<file path="config.mk">
export PLATFORM = sky130hd
export DESIGN_NAME = tensor_cmd_scheduler
export DESIGN_NICKNAME = d
export VERILOG_FILES = /design/src/rtl/tensor_cmd_scheduler.sv
export SDC_FILE = /design/constraint.sdc
export NUM_CORES = 1
export LEC_CHECK = 0
export BUFFER_PORTS_ARGS = -buffer_cell sky130_fd_sc_hd__buf_2
export CORE_AREA = 2 2 213 215
export CTS_CLUSTER_DIAMETER = 80
export DETAILED_ROUTE_END_ITERATION = 12
export DIE_AREA = 0 0 215 217
export GPL_TIMING_DRIVEN = 0
export SLEW_MARGIN = 5
export SYNTH_ARGS = -nofsm -noshare
export SYNTH_HDL_FRONTEND = slang
export SYNTH_SLANG_ARGS = --single-unit
</file>
<file path="constraint.sdc">
create_clock -name clock -period 2.1 [get_ports clock]
set_input_delay 0.42 -clock clock [delete_from_list [all_inputs] [get_ports clock]]
set_output_delay 0.42 -clock clock [all_outputs]
set_load 0.005 [all_outputs]
</file>
<file path="src/rtl/tensor_cmd_scheduler.sv">
// -----------------------------------------------------------------------------
// tensor_cmd_scheduler
//
// Shares the single tensor_interface configuration port among NUM_REQ
// requesters. A round-robin arbiter picks one descriptor at a time and holds it
// on cfg_* until tensor_interface accepts it. The number of descriptors that
// have been accepted but not yet completed is capped at MAX_OUT. Completion
// pulses arrive in issue order, so a small FIFO of requester ids returns each
// pulse to the requester that issued the descriptor.
//
// Ports
//   clock          : clock, all logic on posedge
//   reset_n        : synchronous active-low reset
//   req_tdata      : descriptor of requester i at [i*DESC_W +: DESC_W]
//   req_tvalid     : per-requester descriptor valid
//   req_tready     : per-requester accept (one-hot or zero, combinational)
//   cfg_tdata      : descriptor to tensor_interface (held until accepted)
//   cfg_tvalid     : descriptor valid to tensor_interface
//   cfg_tready     : tensor_interface accept
//   cmp_valid      : one-cycle pulse per completed descriptor, in issue order
//   done_valid     : one-cycle completion pulse to requesters
//   done_id        : requester id belonging to done_valid
//   outstanding    : number of accepted, not yet completed descriptors
//   busy           : FSM not idle or outstanding != 0
//   err_underflow  : sticky; completion seen with nothing outstanding
// -----------------------------------------------------------------------------
module tensor_cmd_scheduler #(
  parameter int NUM_REQ = 4,
  parameter int DESC_W  = 107,
  parameter int MAX_OUT = 4,
  parameter int ID_W    = 2
) (
  input  logic                        clock,
  input  logic                        reset_n,
  input  logic [NUM_REQ*DESC_W-1:0]   req_tdata,
  input  logic [NUM_REQ-1:0]          req_tvalid,
  output logic [NUM_REQ-1:0]          req_tready,
  output logic [DESC_W-1:0]           cfg_tdata,
  output logic                        cfg_tvalid,
  input  logic                        cfg_tready,
  input  logic                        cmp_valid,
  output logic                        done_valid,
  output logic [ID_W-1:0]             done_id,
  output logic [$clog2(MAX_OUT):0]    outstanding,
  output logic                        busy,
  output logic                        err_underflow
);

  localparam int AW    = $clog2(MAX_OUT);
  localparam int CNT_W = AW + 1;

  typedef enum logic {
    IDLE  = 1'b0,
    ISSUE = 1'b1
  } state_t;

  state_t            state;
  logic [ID_W-1:0]   rr_ptr;
  logic [ID_W-1:0]   held_id;

  // Id FIFO: pointers carry one extra bit and wrap naturally.
  logic [ID_W-1:0]   id_fifo [MAX_OUT];
  logic [CNT_W-1:0]  wr_ptr;
  logic [CNT_W-1:0]  rd_ptr;

  logic              win_found;
  logic [ID_W-1:0]   win_id;
  logic [ID_W-1:0]   cand;
  logic              grant;
  logic              push;
  logic              pop;
  logic [DESC_W-1:0] win_desc;

  // Winner search: first valid requester upward from rr_ptr + 1, wrapping at
  // NUM_REQ. The last candidate examined is rr_ptr itself.
  always_comb begin
    win_found = 1'b0;
    win_id    = '0;
    cand      = '0;
    for (int k = 1; k <= NUM_REQ; k++) begin
      cand = ID_W'((int'(rr_ptr) + k) % NUM_REQ);
      if (!win_found && req_tvalid[cand]) begin
        win_found = 1'b1;
        win_id    = cand;
      end
    end
  end

  // Grants only happen in IDLE, where a pending descriptor cannot exist, so the
  // cap check reduces to outstanding < MAX_OUT.
  assign grant    = (state == IDLE) && win_found && (outstanding < CNT_W'(MAX_OUT));
  assign push     = (state == ISSUE) && cfg_tready;
  assign pop      = cmp_valid && (outstanding != '0);
  assign win_desc = req_tdata[win_id*DESC_W +: DESC_W];

  always_comb begin
    req_tready = '0;
    if (grant) req_tready[win_id] = 1'b1;
  end

  assign busy = (state != IDLE) || (outstanding != '0);

  // ---- issue stage: arbitration, descriptor hold, cfg handshake ----
  always_ff @(posedge clock) begin
    if (!reset_n) begin
      state      <= IDLE;
      rr_ptr     <= ID_W'(NUM_REQ - 1);
      held_id    <= '0;
      cfg_tdata  <= '0;
      cfg_tvalid <= 1'b0;
    end else begin
      case (state)
        IDLE: begin
          if (grant) begin
            cfg_tdata  <= win_desc;
            held_id    <= win_id;
            rr_ptr     <= win_id;
            cfg_tvalid <= 1'b1;
            state      <= ISSUE;
          end
        end
        ISSUE: begin
          if (cfg_tready) begin
            cfg_tvalid <= 1'b0;
            state      <= IDLE;
          end
        end
        default: state <= IDLE;
      endcase
    end
  end

  // Id storage carries no reset; emptiness is tracked by the pointers.
  always_ff @(posedge clock) begin
    if (push) id_fifo[wr_ptr[AW-1:0]] <= held_id;
  end

  // ---- completion stage: id FIFO pointers, count, done pulse ----
  always_ff @(posedge clock) begin
    if (!reset_n) begin
      wr_ptr        <= '0;
      rd_ptr        <= '0;
      outstanding   <= '0;
      done_valid    <= 1'b0;
      done_id       <= '0;
      err_underflow <= 1'b0;
    end else begin
      if (push) wr_ptr <= wr_ptr + 1'b1;
      if (pop) begin
        rd_ptr  <= rd_ptr + 1'b1;
        done_id <= id_fifo[rd_ptr[AW-1:0]];
      end
      done_valid  <= pop;
      outstanding <= outstanding + CNT_W'(push) - CNT_W'(pop);
      if (cmp_valid && (outstanding == '0)) err_underflow <= 1'b1;
    end
  end

endmodule

</file>
==> impl.org <==
** Floorplanning
- Core area :: 0.0447 sq mm
- Die height :: 217 um
- Placement row count :: 78
- Top-Level Pins :: 556
- Die area :: 0.0467 sq mm
- Starting density of the core :: 16.9%
- Die Span X :: 215 um

** Cells and area
- The finished layout holds 2058 standard cells, fillers aside.
- Area used by multi-input combinational logic :: 0.00448 sq mm
- Highest-count cells in the layout ignoring fill and taps :: 568 x sky130_fd_sc_hd__buf_2, 172 x sky130_fd_sc_hd__a21oi_1, 118 x sky130_fd_sc_hd__dfxtp_1
- Leaving out fill and tap cells, the most frequent cell in the layout is sky130_fd_sc_hd__buf_2.
- Net total in the final layout :: 1884
- Cells fill 27.4% of the core in the end.
- Across the whole layout, storage elements account for 0.00274 sq mm.
- The post-route netlist has 55.3% of its cells at a drive strength greater than 1.
- Design area :: 0.0122 sq mm
- Fill cells in the final layout number 4900.
- From synthesis to final layout, the design area changed by 62.2%.

** CTS
- Deepest clock path buffer count :: 2
- After clock tree synthesis, the clock-pin slew on the worst setup and hold paths is 0.07 ns.
- Buffers inserted to repair hold after CTS numbered 0.
- TritonCTS built the clock tree.
- Cell at the root of the clock tree :: sky130_fd_sc_hd__clkbuf_16
- Total CTS buffers :: 17
- TritonCTS sink count :: 132
- The H-tree generated during clock tree synthesis spans 4 levels.
- The clock reaches the later pin of the worst-skew pair after 0.48 ns.

** Synthesis
- Main synth FF type :: sky130_fd_sc_hd__dfxtp_1
- When the netlist entered floorplanning its net count stood at 1291.
- Dividing the synthesized area by the synthesized cell count gives 8.90 sq um.
- Counting distinct cell types in the post-synthesis netlist gives 42.
- Number of synthesized flops with an enable pin :: 8
- Of all flip-flops after synthesis, the portion carrying an async set or reset was 0%.
- For this run, the register share of the synthesized area comes to 36.1%.
- Cell area after synthesis :: 0.00755 sq mm
- Synthesis produced a netlist whose cell count is 848.
- Synthesis Warnings :: 0
- Synthesis-stage register bit count :: 132

** Detailed routing
- Wire length reported by the detailed router :: 43.9 mm
- Dividing the detail-routed via count by the number of cells gives 4.66.
- Iteration-0 DRC count of the detailed router :: 678
- Dividing the detail-routed wire length by the instance count gives 21.3 um.
- The first detailed-routing pass ran for 5 iterations.
- Number of remaining DRC errors :: 0
- Once detail routing completed, the nets flagged for antenna violations numbered 0.
- The final route contains 9591 vias.

** Worst hold path
- Endpoint with the worst hold slack :: cfg_tdata[44]
- The worst hold path begins at req_tdata[151].
- The worst hold path passes through 3 cells.
- Kind of path behind the tightest hold check :: primary input to flip-flop

** Placement
- HPWL after detailed placement :: 34.7 mm
- Cell area after placement :: 0.0111 sq mm
- At the placement stage, the worst setup path has a slack of -1.06 ns.
- Counting tap cells, the placed design contains a total of 2001 instances.
- # port buffers :: 552
- Routability Congestion :: 0.924

** Power
- Combinational cells account for 49.1% of the total power.
- Summed over all nets, the switching power comes to 5.55 mW.
- Leakage power :: 5.73 nW
- The design draws 13.9 mW.
- Int Pwr :: 8.37 mW
- In this run the power density over the cells is 1140 mW/mm^2.
- Sequential cells burn 27.2% of the power.
- Peak supply drop :: 481 uV
- Per report_power, the clock group accounts for 23.7% of the total.
- Net switching is 39.8% of the power.

** Timing
- The routed design could run at a clock period as short as 2.15 ns.
- Count of final setup violators :: 4
- Least setup slack across all paths after layout :: -0.0478 ns
- TNS Setup :: -0.147 ns
- Between clock sinks in the finished design, the worst skew comes to 0.0125 ns.
- Slew Viols, Final :: 0
- Share of the clock period used by the worst path after layout :: 102%
- At the pin with the least slew margin, the transition time is 0.788 ns.
- Unrepaired setup endpoints after global routing :: true
- Across all hold checks on the routed design, the worst slack comes to 0.214 ns.
- Relative slew slack :: 47.5%
- Final number of hold-violating endpoints :: 0
- F_max :: 0.466 GHz

** Worst setup path
- By startpoint and endpoint, the worst setup path is classified as flip-flop to output port.
- The worst setup path is launched from a flip-flop.
- The endpoint identified for the worst register-to-register timing path is cfg_tdata[2].
- For the worst flop-to-flop path, the logic depth is 8.
- FF-to-FF setup slack :: 0.05 ns
- For the worst setup path, the data arrival time is 1.73 ns.
- The worst register-to-register path begins at rr_ptr[0].
- In this run the worst path has a maximum fanout of 7.
- STA puts the critical path data required time at 1.68 ns.
- STA classifies the critical path endpoint as an output port.

** Global routing
- Number of antenna violations at the first check in global routing :: 4
- The number of global-route vias before repair is 9466.
- Global routing consumed, on the met3 layer, 5.16% of the routing resources.
- Total gr overflow :: 0
- Entering global routing, the biggest net connects 17 pins.
- Met2 usage in global routing :: 31.0%
- For this run, the total global-route usage over all layers was measured as 18.3%.
- Wire length of the first global-routing pass :: 61.9 mm
- Most used routing layer in global routing :: met2
- Met1 routing resource usage after global routing :: 22.3%

** Run status
- The flow ran to the end, but the final reports show violations.
- Failing checks :: negative setup slack

** Run
- Max-cap violations in this run came to 0.
cell type report:
cell class / instances / area share (%)
antenna: 4 / 0.0817
buffer: 84 / 4.74
clock buffer: 19 / 3.79
clock inverter: 13 / 1.38
inverter: 6 / 0.184
multi-input combinational: 622 / 36.6
sequential: 132 / 22.4
tap: 600 / 6.13
timing repair buffer: 578 / 24.8
synthesized netlist by cell type, types with 7 or more instances:
| cell | number | area (sq um) |
|---|---|---|
| sky130_fd_sc_hd__a21oi_1 | 173 | 866 |
| sky130_fd_sc_hd__a221oi_1 | 46 | 403 |
| sky130_fd_sc_hd__a22oi_1 | 61 | 458 |
| sky130_fd_sc_hd__and2_1 | 9 | 56.3 |
| sky130_fd_sc_hd__buf_2 | 25 | 125 |
| sky130_fd_sc_hd__buf_6 | 7 | 78.8 |
| sky130_fd_sc_hd__clkbuf_1 | 49 | 184 |
| sky130_fd_sc_hd__dfxtp_1 | 124 | 2480 |
| sky130_fd_sc_hd__edfxtp_1 | 8 | 240 |
| sky130_fd_sc_hd__mux2_2 | 87 | 980 |
| sky130_fd_sc_hd__mux2_4 | 20 | 300 |
| sky130_fd_sc_hd__nand2_1 | 53 | 199 |
| sky130_fd_sc_hd__nor2_1 | 9 | 33.8 |
| sky130_fd_sc_hd__o21ai_0 | 109 | 546 |
state kept, by name, summed over array words and instances, names as in the netlist:
name           count
wr_ptr             2
cfg_tvalid         1
done_valid         1
err_underflow      1
rd_ptr             2
cfg_tdata        107
rr_ptr             2
state              1
held_id            2
id_fifo            8
outstanding        3
done_id            2
power groups by stage:
| stage | Clock, mW | Combinational (mW) | Sequential [mW] |
|---|---|---|---|
| after floorplan | 0 | 3.34 | 3.80 |
| after global placement | 0 | 6.17 | 3.76 |
| after detailed placement | 0 | 6.26 | 3.77 |
| after CTS | 3.43 | 6.83 | 3.77 |
| after global routing | 3.51 | 7.44 | 3.87 |
| final | 3.30 | 6.83 | 3.78 |
worst max-delay path by stage:
| stage | cells past startpoint | start | to |
|---|---|---|---|
| 6_report | 6 | rr_ptr[0] | req_tready[3] |
| 5_1_grt | 6 | rr_ptr[0] | req_tready[2] |
| 4_1_cts | 7 | rr_ptr[0] | req_tready[2] |
| 3_5_place_dp | 7 | req_tvalid[0] | req_tready[1] |
| 3_3_place_gp | 7 | req_tvalid[3] | req_tready[1] |
| 2_1_floorplan | 10 | outstanding[0] | outstanding[2] |
logic make-up (layout without fill, tap and decap cells):
| logic type | after synthesis | after routing | synth area share, % |
|---|---|---|---|
| compound gates | 404 | 404 | 31.8 |
| xor+xnor | 5 | 5 | 0.580 |
| fa+ha+maj | 7 | 7 | 1.26 |
| buf+inv | 94 | 700 | 6.58 |
| flops | 132 | 132 | 36.1 |
| mux | 111 | 111 | 17.8 |
| other cells | 0 | 4 | 0 |
| simple gates | 95 | 95 | 5.85 |
what timing repair did:
item / in CTS / in global routing
setup buffers: 21 / 3
resized for setup: 62 / 37
pin swaps: 8 / 5
cloned: 1 / 0
endpoints found under the setup margin: 113 / 98
per-layer routing:
metal,up-vias,share of wire (%)
li1,4383,-
met1,4657,42
met2,488,48
met3,63,7.3
met4,0,2.2
met5,-,0
worst max-delay path, cell delays in order (launching register included):
cell and delay [ns]:
sky130_fd_sc_hd__dfxtp_4 0.37, sky130_fd_sc_hd__nand2b_4 0.16, sky130_fd_sc_hd__o221a_4 0.34, sky130_fd_sc_hd__buf_16 0.16
sky130_fd_sc_hd__nand2_8 0.06, sky130_fd_sc_hd__nor2_1 0.04, sky130_fd_sc_hd__buf_2 0.12
No activity file was read; power rests on OpenSTA's default activity.
